### src/rtl/seq_addsub_pkg.sv
// seq_addsub_pkg: shared definitions for the sequential 64-bit adder/subtractor.
//   - state_e        : FSM states (idle, running slices, result-valid pulse)
//   - DefWidth/Chunk : default operand width and slice width
//   - cnt_width()    : slice-counter width for a given number of slices
package seq_addsub_pkg;

    localparam int unsigned DefWidth = 64;
    localparam int unsigned DefChunk = 8;

    typedef enum logic [1:0] {
        StIdle,
        StRun,
        StDone
    } state_e;

    // A single-slice configuration still needs a 1-bit counter.
    function automatic int unsigned cnt_width(input int unsigned n);
        return (n > 1) ? $clog2(n) : 1;
    endfunction

    localparam int unsigned DefCntWidth = cnt_width(DefWidth / DefChunk);

endpackage

### src/rtl/rca_chunk.sv
// rca_chunk: combinational CHUNK-bit ripple-carry slice.
//   a, b    : slice operands
//   cin     : carry into bit 0
//   s       : slice sum
//   cout    : carry out of the slice MSB
//   msb_cin : carry into the slice MSB (xor with cout gives signed overflow)
module rca_chunk #(
    parameter int unsigned CHUNK = 8
) (
    input  logic [CHUNK-1:0] a,
    input  logic [CHUNK-1:0] b,
    input  logic             cin,
    output logic [CHUNK-1:0] s,
    output logic             cout,
    output logic             msb_cin
);

    always_comb begin
        logic [CHUNK:0] c;
        c    = '0;
        c[0] = cin;
        for (int i = 0; i < int'(CHUNK); i++) begin
            s[i]     = a[i] ^ b[i] ^ c[i];
            c[i + 1] = (a[i] & b[i]) | (c[i] & (a[i] ^ b[i]));
        end
        cout    = c[CHUNK];
        msb_cin = c[CHUNK-1];
    end

endmodule

### src/rtl/seq_addsub64.sv
// seq_addsub64: multi-cycle adder/subtractor resolving one CHUNK-bit slice per clock.
//   clk, rst_n   : clock, asynchronous active-low reset
//   start        : request, sampled in idle or done
//   sub          : 0 = A+B+C_in, 1 = A-B-C_in (captured with start)
//   A, B, C_in   : operands and carry/borrow-in (captured with start)
//   busy         : high while slices are being resolved
//   done         : one-cycle pulse, result valid
//   sum          : result, held until the next accepted start
//   C_out        : carry-out (for sub, 1 = no borrow)
//   V            : two's-complement overflow
module seq_addsub64
    import seq_addsub_pkg::*;
#(
    parameter int unsigned WIDTH = DefWidth,
    parameter int unsigned CHUNK = DefChunk
) (
    input  logic             clk,
    input  logic             rst_n,
    input  logic             start,
    input  logic             sub,
    input  logic [WIDTH-1:0] A,
    input  logic [WIDTH-1:0] B,
    input  logic             C_in,
    output logic             busy,
    output logic             done,
    output logic [WIDTH-1:0] sum,
    output logic             C_out,
    output logic             V
);

    localparam int unsigned NumChunks = WIDTH / CHUNK;
    localparam int unsigned CntWidth  = cnt_width(NumChunks);
    localparam logic [CntWidth-1:0] LastCnt = CntWidth'(NumChunks - 1);

    state_e              state_q;
    logic [WIDTH-1:0]    a_q;
    logic [WIDTH-1:0]    b_q;
    logic                carry_q;
    logic [CntWidth-1:0] cnt_q;
    logic [WIDTH-1:0]    sum_q;
    logic                c_out_q;
    logic                v_q;
    logic                busy_q;
    logic                done_q;

    logic [CHUNK-1:0] a_slice;
    logic [CHUNK-1:0] b_slice;
    logic [CHUNK-1:0] s_slice;
    logic             slice_cout;
    logic             slice_msb_cin;

    always_comb begin
        a_slice = a_q[cnt_q*CHUNK +: CHUNK];
        b_slice = b_q[cnt_q*CHUNK +: CHUNK];
    end

    rca_chunk #(
        .CHUNK(CHUNK)
    ) u_rca_chunk (
        .a      (a_slice),
        .b      (b_slice),
        .cin    (carry_q),
        .s      (s_slice),
        .cout   (slice_cout),
        .msb_cin(slice_msb_cin)
    );

    always_ff @(posedge clk or negedge rst_n) begin
        if (!rst_n) begin
            state_q <= StIdle;
            a_q     <= '0;
            b_q     <= '0;
            carry_q <= 1'b0;
            cnt_q   <= '0;
            sum_q   <= '0;
            c_out_q <= 1'b0;
            v_q     <= 1'b0;
            busy_q  <= 1'b0;
            done_q  <= 1'b0;
        end else begin
            done_q <= 1'b0;
            unique case (state_q)
                StIdle, StDone: begin
                    if (start) begin
                        // Subtraction as A + ~B + ~C_in: borrow-in maps to inverted carry-in.
                        a_q     <= A;
                        b_q     <= sub ? ~B : B;
                        carry_q <= sub ? ~C_in : C_in;
                        cnt_q   <= '0;
                        sum_q   <= '0;
                        busy_q  <= 1'b1;
                        state_q <= StRun;
                    end else begin
                        state_q <= StIdle;
                    end
                end
                StRun: begin
                    sum_q[cnt_q*CHUNK +: CHUNK] <= s_slice;
                    carry_q <= slice_cout;
                    cnt_q   <= cnt_q + CntWidth'(1);
                    if (cnt_q == LastCnt) begin
                        c_out_q <= slice_cout;
                        v_q     <= slice_cout ^ slice_msb_cin;
                        busy_q  <= 1'b0;
                        done_q  <= 1'b1;
                        state_q <= StDone;
                    end
                end
                default: begin
                    busy_q  <= 1'b0;
                    state_q <= StIdle;
                end
            endcase
        end
    end

    assign busy  = busy_q;
    assign done  = done_q;
    assign sum   = sum_q;
    assign C_out = c_out_q;
    assign V     = v_q;

endmodule
### config.mk
export PLATFORM = sky130hd
export DESIGN_NAME = seq_addsub64
export DESIGN_NICKNAME = d
export VERILOG_FILES = /design/src/rtl/seq_addsub_pkg.sv /design/src/rtl/rca_chunk.sv /design/src/rtl/seq_addsub64.sv
export SDC_FILE = /design/constraint.sdc
export NUM_CORES = 1
export LEC_CHECK = 0
export CAP_MARGIN = 20
export CORE_UTILIZATION = 51
export CTS_BUF_LIST = sky130_fd_sc_hd__clkbuf_8 sky130_fd_sc_hd__clkbuf_16
export CTS_CLUSTER_DIAMETER = 150
export DETAILED_ROUTE_END_ITERATION = 8
export GPL_TIMING_DRIVEN = 1
export PLACE_DENSITY = 0.84
export SLEW_MARGIN = 20
export SYNTH_ARGS = -nofsm -noshare
export SYNTH_HDL_FRONTEND = slang
export SYNTH_SLANG_ARGS = --single-unit
### constraint.sdc
create_clock -name clk -period 6.2 [get_ports clk]
set_input_delay 1.24 -clock clk [delete_from_list [all_inputs] [get_ports clk]]
set_output_delay 1.24 -clock clk [all_outputs]
set_load 0.02 [all_outputs]
==> flow_summary.ini, run 1 <==
[critical_path]
rr_worst_depth = 16
crit_path_end_kind = flip-flop
critPathArrivalTime_ns = 5.82
r2r-start = cnt_q[2]$_DFFE_PN0P_
crit_start = cnt_q[2]$_DFFE_PN0P_
crit_type = reg2reg
startpoint_type = flip-flop
cp.required_ns = 6.61
path_max_fanout = 17

[synth]
synth_cells = 892
synth_warnings = 0
synth_ff_type = dfrtp_1
async_reset_ff_share_pct = 100
synth_top_area_share_pct = 53.6
avgSynthCellArea_sq_um = 10.6
synth_top_cell_by_area = dfrtp_1
synthTopCellsByArea = dfrtp_1, nand2_1, xnor2_1
synth_seq_area_share_pct = 53.6
synth_nets = 1040
synth_edf_count = 0
synth-seq-cells = 202
yosysUniqueCellTypes = 37
syn_area_sq_um = 9430

[detailed_routing]
routed_wl_mm = 24.3
via_per_inst = 5.63
firstDrtPassIters = 6
dr_total_vias = 7299
dr.first_iter.drc_count = 658
wl_per_cell_um = 18.7
drcViolationCount = 0
ant_nets = 0

[layout]
fillers = 1344
layout-drive-gt1-share_pct = 6.65
flow.area_growth_from_synthesis_pct = 28.8
fin_nets = 1204
diodes = 0
instances_no_fill = 1297

[global_routing]
antenna_found_initial = 0
grt.overflow.total = 0
grt.total_usage_pct = 26.4
grt_max_degree = 97
grt_pass1_wl_mm = 38.2
grt_pass1_vias = 7177

[clock_tree]
clockBufferDepth = 3
post_cts_buffers = 0
cts_tree = built
htree_levels = 1
path_clk_slew_ns = 0.06
worstSkewPairLatency_ns = 0.49
cts_sinks = 202
cts_hold_buf = 0
cts-buffers-inserted = 20
clock-root-buffer = clkbuf_16
cts-resized-gates = 0

[timing]
finalCritPeriodShare_pct = 87.3
tightest_slew_ns = 1.12
drv_slew = 0
fmax_mhz = 185
fin_ws_ns = 0.789
clock_skew_ns = 0.0126
max-slew-margin-rel_pct = 25.2
tns_ns = 0
min_period_ns = 5.41
hold_violations = 0
setup_viol = 0
whs_ns = 0.480
grt_setup_unrepaired = false

[min_path]
worstHoldPathType = reg2reg
hold_start = b_q[59]$_DFFE_PN0P_
hold_depth = 2

[pwr]
power.total_mw = 7.20
ir_drop_mv = 0.678
power.density_nw_per_um2 = 593
power.leakage_nw = 5.50

[place]
dpl.hpwl_mm = 16.8
io_buffers = 200
gp_congestion = 0.840
place_inst = 1263
post-place-ws_ns = 0.923

[die]
die_area_sq_um = 19000
io_pins = 201
die_w_um = 138
die_h_um = 138
start_util_pct = 52.3
rows = 49
fp.coreArea_sq_um = 18000

[status]
status = finished, final reports clean

[run]
cap_violations = 0
-- layout by cell type, fill, tap and decap left out, types with 2 or more instances in the layout --
cell type,count
mux2i_1,48
o21ai_0,83
nor2_1,6
fa_1,8
inv_1,11
a22o_1,2
o2bb2ai_1,48
a31oi_2,3
nand3_1,4
dfrtp_1,201
a22oi_1,14
buf_4,9
nand2_1,276
nor2b_1,4
clkbuf_16,21
clkinv_2,4
and2_1,2
a221oi_1,2
xnor2_1,66
ha_1,7
clkinvlp_4,2
mux4_2,16
or3_1,8
nand4bb_1,2
nand4_1,2
clkbuf_8,5
a41oi_2,3
clkdlybuf4s50_1,198
-- critical path, cell delays in order, from the launching register on --
cell,delay [ns]
dfrtp_1,0.44
buf_4,0.32
nor2b_1,0.29
a22oi_1,0.25
o21ai_0,0.18
fa_1,0.45
fa_1,0.40
fa_1,0.40
fa_1,0.39
fa_1,0.39
inv_1,0.08
fa_1,0.16
inv_1,0.05
fa_1,0.41
fa_1,0.61
or3_1,0.36
mux2i_1,0.12
-- metal layers --
metal	up-vias	wire [um]	global-route usage, %
met1	3572	10000	35.8
met5	-	0	0
met2	322	11900	43.3
met4	0	653	8.09
met3	53	1690	4.75
li1	3352	-	-
-- cells by family after synthesis --
group,after synthesis,synth area share (%)
AO/OA/AOI/OAI,156,11.4
XOR/XNOR,66,6.13
adder cells (fa/ha/maj),15,2.63
buffers and inverters,75,3.61
flip-flops,202,53.6
multiplexers,64,8.92
AND/OR/NAND/NOR,314,13.7
-- synth_stat cells, types with 2 or more instances --
cell	n
clkbuf_1	25
nand2b_1	2
ha_1	7
nand2_1	276
a221oi_1	2
or3_1	8
fa_1	8
dfrtp_1	202
a22oi_1	14
buf_1	13
and2_1	2
mux4_2	16
nor2_1	6
nor2b_1	5
mux2i_1	48
nand4_1	2
buf_6	3
nand3_1	4
a22o_1	2
a41oi_2	3
inv_1	9
xnor2_1	66
o2bb2ai_1	48
buf_2	23
nand4bb_1	2
a31oi_2	3
o21ai_0	83
-- per-stage QoR --
stage / area, sq um / util [%]
after floorplan: 9430 / -
after global placement: 11500 / 63.7
after detailed placement: 11500 / 63.7
after CTS: 12100 / 67.4
after global routing: 12100 / 67.4
final: 12100 / 67.4
-- sequential cells by signal, indices dropped and copies added, names as in the netlist --
register / cells
cnt_q: 3
a_q: 64
C_out: 1
busy: 1
carry_q: 1
V: 1
b_q: 64
done: 1
sum: 64
state_q: 2
-- power breakdown --
part / leakage, nW / switching (mW) / internal, mW
clock: 0.328 / 0.504 / 0.702
combinational: 2.58 / 2.17 / 1.45
sequential: 2.60 / 0.456 / 1.91
total: 5.50 / 3.13 / 4.06
-- final cells by class --
type	count	area, sq um	share of cell area (%)
Clock inverter	9	72.6	0.598
Multi-Input combinational cell	615	4050	33.3
Tap cell	229	287	2.36
Timing Repair Buffer	208	2060	17.0
Inverter	9	33.8	0.278
Sequential cell	202	5060	41.7
Clock buffer	25	581	4.78
-- path summary, 6_finish.rpt --
| check | endpoint | slack (ns) |
|---|---|---|
| setup / recovery | sum[39]$_DFFE_PN0P_ | 0.79 |
| hold reg to reg | b_q[59]$_DFFE_PN0P_ | 0.48 |
| hold / removal | b_q[59]$_DFFE_PN0P_ | 0.48 |
| max in group asynchronous | a_q[37]$_DFFE_PN0P_ | 4.17 |
| min in group asynchronous | done$_DFF_PN0_ | 0.84 |
| setup reg to reg | sum[39]$_DFFE_PN0P_ | 0.79 |
Power figures use the tool's default switching activity.
==> run 2: changes to the inputs <==
clock period = 5.41 ns   (was 6.2 ns; I/O delays follow)
==> run 2 against run 1 <==
Effect of this change: global-route usage fell by 0.76 points; power grew 16%; sequential power increased by 13%; register-to-register slack lost 0.44 ns; combinational power increased by 15%; first-iteration DRC count down 20%; maximum frequency increased by 7.0%; clock skew fell by 0.0029 ns; via count down 0.71%; worst hold slack better by 0.0037 ns; largest power group unchanged.
==> flow_summary.ini, run 2 (synthesized netlist as in run 1, its figures left out) <==
[status]
status = finished, final reports clean

[detailed_routing]
drcViolationCount = 0
wl_per_cell_um = 18.3
dr.first_iter.drc_count = 528
wl_met1_mm = 10.0
firstDrtPassIters = 6
wl_met3_mm = 1.71
ant_nets = 0
routed_wl_mm = 23.8
top_layer = met4
wl_met2_mm = 11.5
dr_total_vias = 7247
via_per_inst = 5.57

[pwr]
power.leakage_nw = 5.55
intPower_mw = 4.78
seqPwrFrac_pct = 32.1
p_comb_share_pct = 50.2
switchingPower_mw = 3.54
power.share.clock_pct = 17.8
switching_share_pct = 42.5
ir_drop_mv = 0.689
power.density_nw_per_um2 = 681

[clock_tree]
cts_tree = built
path_clk_slew_ns = 0.06
worstSkewPairLatency_ns = 0.49
cts_sinks = 202
htree_levels = 1
clock-root-buffer = clkbuf_16
clockBufferDepth = 3
cts-buffers-inserted = 21

[die]
io_pins = 201
rows = 49
fp.coreArea_sq_um = 18000
start_util_pct = 52.3
die_w_um = 138
die_h_um = 138
die_area_sq_um = 19000

[critical_path]
cp.required_ns = 5.82
crit_type = reg2reg
crit_chain = and2_2 > a22oi_1 > o21ai_0 > fa_1 > fa_1 > fa_1 > fa_1 > fa_1 > inv_1 > fa_1 > inv_1 > fa_1 > fa_1 > or3_1 > mux2i_1
startpoint_type = flip-flop
path_delay_family = adder cells
r2r-start = cnt_q[0]$_DFFE_PN0P_
timing.critical_path.mode_cell = fa_1
critPathArrivalTime_ns = 5.47
crit_buf_inv = 2
crit_slowest_cell = fa_1
r2r-end = sum[39]$_DFFE_PN0P_
rr_worst_depth = 15
path_max_fanout = 16
crit_path_end_kind = flip-flop
regToRegSetupSlack_ns = 0.35
cpPeakStageDelay_ns = 0.60

[global_routing]
grt.total_usage_pct = 25.6
grt_pass1_vias = 7038
grt_max_degree = 124
antenna_found_initial = 0
grt.overflow.total = 0
grt_pass1_wl_mm = 37.1

[timing]
fin_ws_ns = 0.351
min_period_ns = 5.06
tightest_slew_ns = 1.05
fmax_mhz = 198
hold_violations = 0
grt_setup_unrepaired = false
max-slew-margin-rel_pct = 30.3
finalCritPeriodShare_pct = 93.5
drv_slew = 0
clock_skew_ns = 0.00978
tns_ns = 0
whs_ns = 0.484
setup_viol = 0

[place]
io_buffers = 200
gp_congestion = 0.826
dpl.hpwl_mm = 16.8
post-place-ws_ns = 0.353

[layout]
fillers = 1336
final_common_cell = nand2_1
most-common-layout-cells = nand2_1, dfrtp_1, clkdlybuf4s50_1
fin_nets = 1207
flow.area_growth_from_synthesis_pct = 29.6
layout-drive-gt1-share_pct = 6.91
diodes = 0

[min_path]
worstHoldPathType = reg2reg
hold_start = b_q[34]$_DFFE_PN0P_
hold_end = b_q[34]$_DFFE_PN0P_
hold_depth = 2

[run]
cap_violations = 0
run 2: layout make-up:
| cell class | instances | area (sq um) | area share, % |
|---|---|---|---|
| Sequential cell | 202 | 5060 | 41.4 |
| Multi-Input combinational cell | 615 | 4050 | 33.2 |
| Timing Repair Buffer | 210 | 2080 | 17.0 |
| Clock buffer | 26 | 594 | 4.86 |
| Tap cell | 229 | 287 | 2.35 |
| Clock inverter | 9 | 115 | 0.942 |
| Inverter | 9 | 33.8 | 0.277 |
run 2: how the worst max path moves through the flow:
stage                         startpoint                   to  slack [ns]  cells past startpoint
floorplan           cnt_q[1]$_DFFE_PN0P_  sum[39]$_DFFE_PN0P_        0.39                     19
global placement    cnt_q[0]$_DFFE_PN0P_  sum[39]$_DFFE_PN0P_        0.45                     15
detailed placement  cnt_q[0]$_DFFE_PN0P_  sum[39]$_DFFE_PN0P_        0.35                     15
CTS                 cnt_q[0]$_DFFE_PN0P_  sum[39]$_DFFE_PN0P_        0.31                     15
global route        cnt_q[0]$_DFFE_PN0P_  sum[39]$_DFFE_PN0P_        0.07                     15
finish              cnt_q[0]$_DFFE_PN0P_  sum[39]$_DFFE_PN0P_        0.35                     15
run 2: power groups by stage:
| stage | Clock, mW | Combinational [mW] | Sequential, mW |
|---|---|---|---|
| after detailed placement | 0 | 4.13 | 2.66 |
| after CTS | 1.49 | 4.16 | 2.66 |
| final | 1.48 | 4.17 | 2.67 |
| after global placement | 0 | 4.03 | 2.64 |
| after global routing | 1.54 | 4.52 | 2.74 |
| after floorplan | 0 | 2.43 | 2.74 |
run 2: stage by stage:
stage | power [mW] | util (%) | area (sq um) | cells
floorplan | 5.17 | - | 9430 | 892
global placement | 6.67 | 63.8 | 11500 | 1265
detailed placement | 6.79 | 63.8 | 11500 | 1265
CTS | 8.31 | 67.8 | 12200 | 1300
global route | 8.80 | 67.8 | 12200 | 1300
finish | 8.32 | 67.8 | 12200 | 1300
run 2: worst min-delay path, stage by stage (launching register included):
cell and delay (ns):
dfrtp_1 0.34, nand2_1 0.05, o21ai_0 0.06
run 2: timing repair:
item                       CTS  global route
resized for setup            0             2
setup endpoints to repair    0             1
hold buffers                 0             0
buffers inserted             0             0
run 2: layer usage:
| metal | vias up | track usage, % |
|---|---|---|
| li1 | 3352 | - |
| met1 | 3525 | 35.6 |
| met3 | 41 | 3.18 |
| met2 | 329 | 42.2 |
| met5 | - | 0 |
| met4 | 0 | 7.91 |
==> run 3: changes to the inputs <==
==> constraint.sdc (replaced) <==
create_clock -name clk -period 5.41 [get_ports clk]
set_input_delay 1.082 -clock clk [delete_from_list [all_inputs] [get_ports clk]]
set_output_delay 1.082 -clock clk [all_outputs]
set_load 0.1 [all_outputs]
==> results of run 3 <==
Same layout as run 2 (identical final DEF). Status: finished, final reports clean.
Power of run 3 is left out: the tool's default activity adds up to more than one toggle a clock period on the data nets, which glitch-free logic cannot reach.
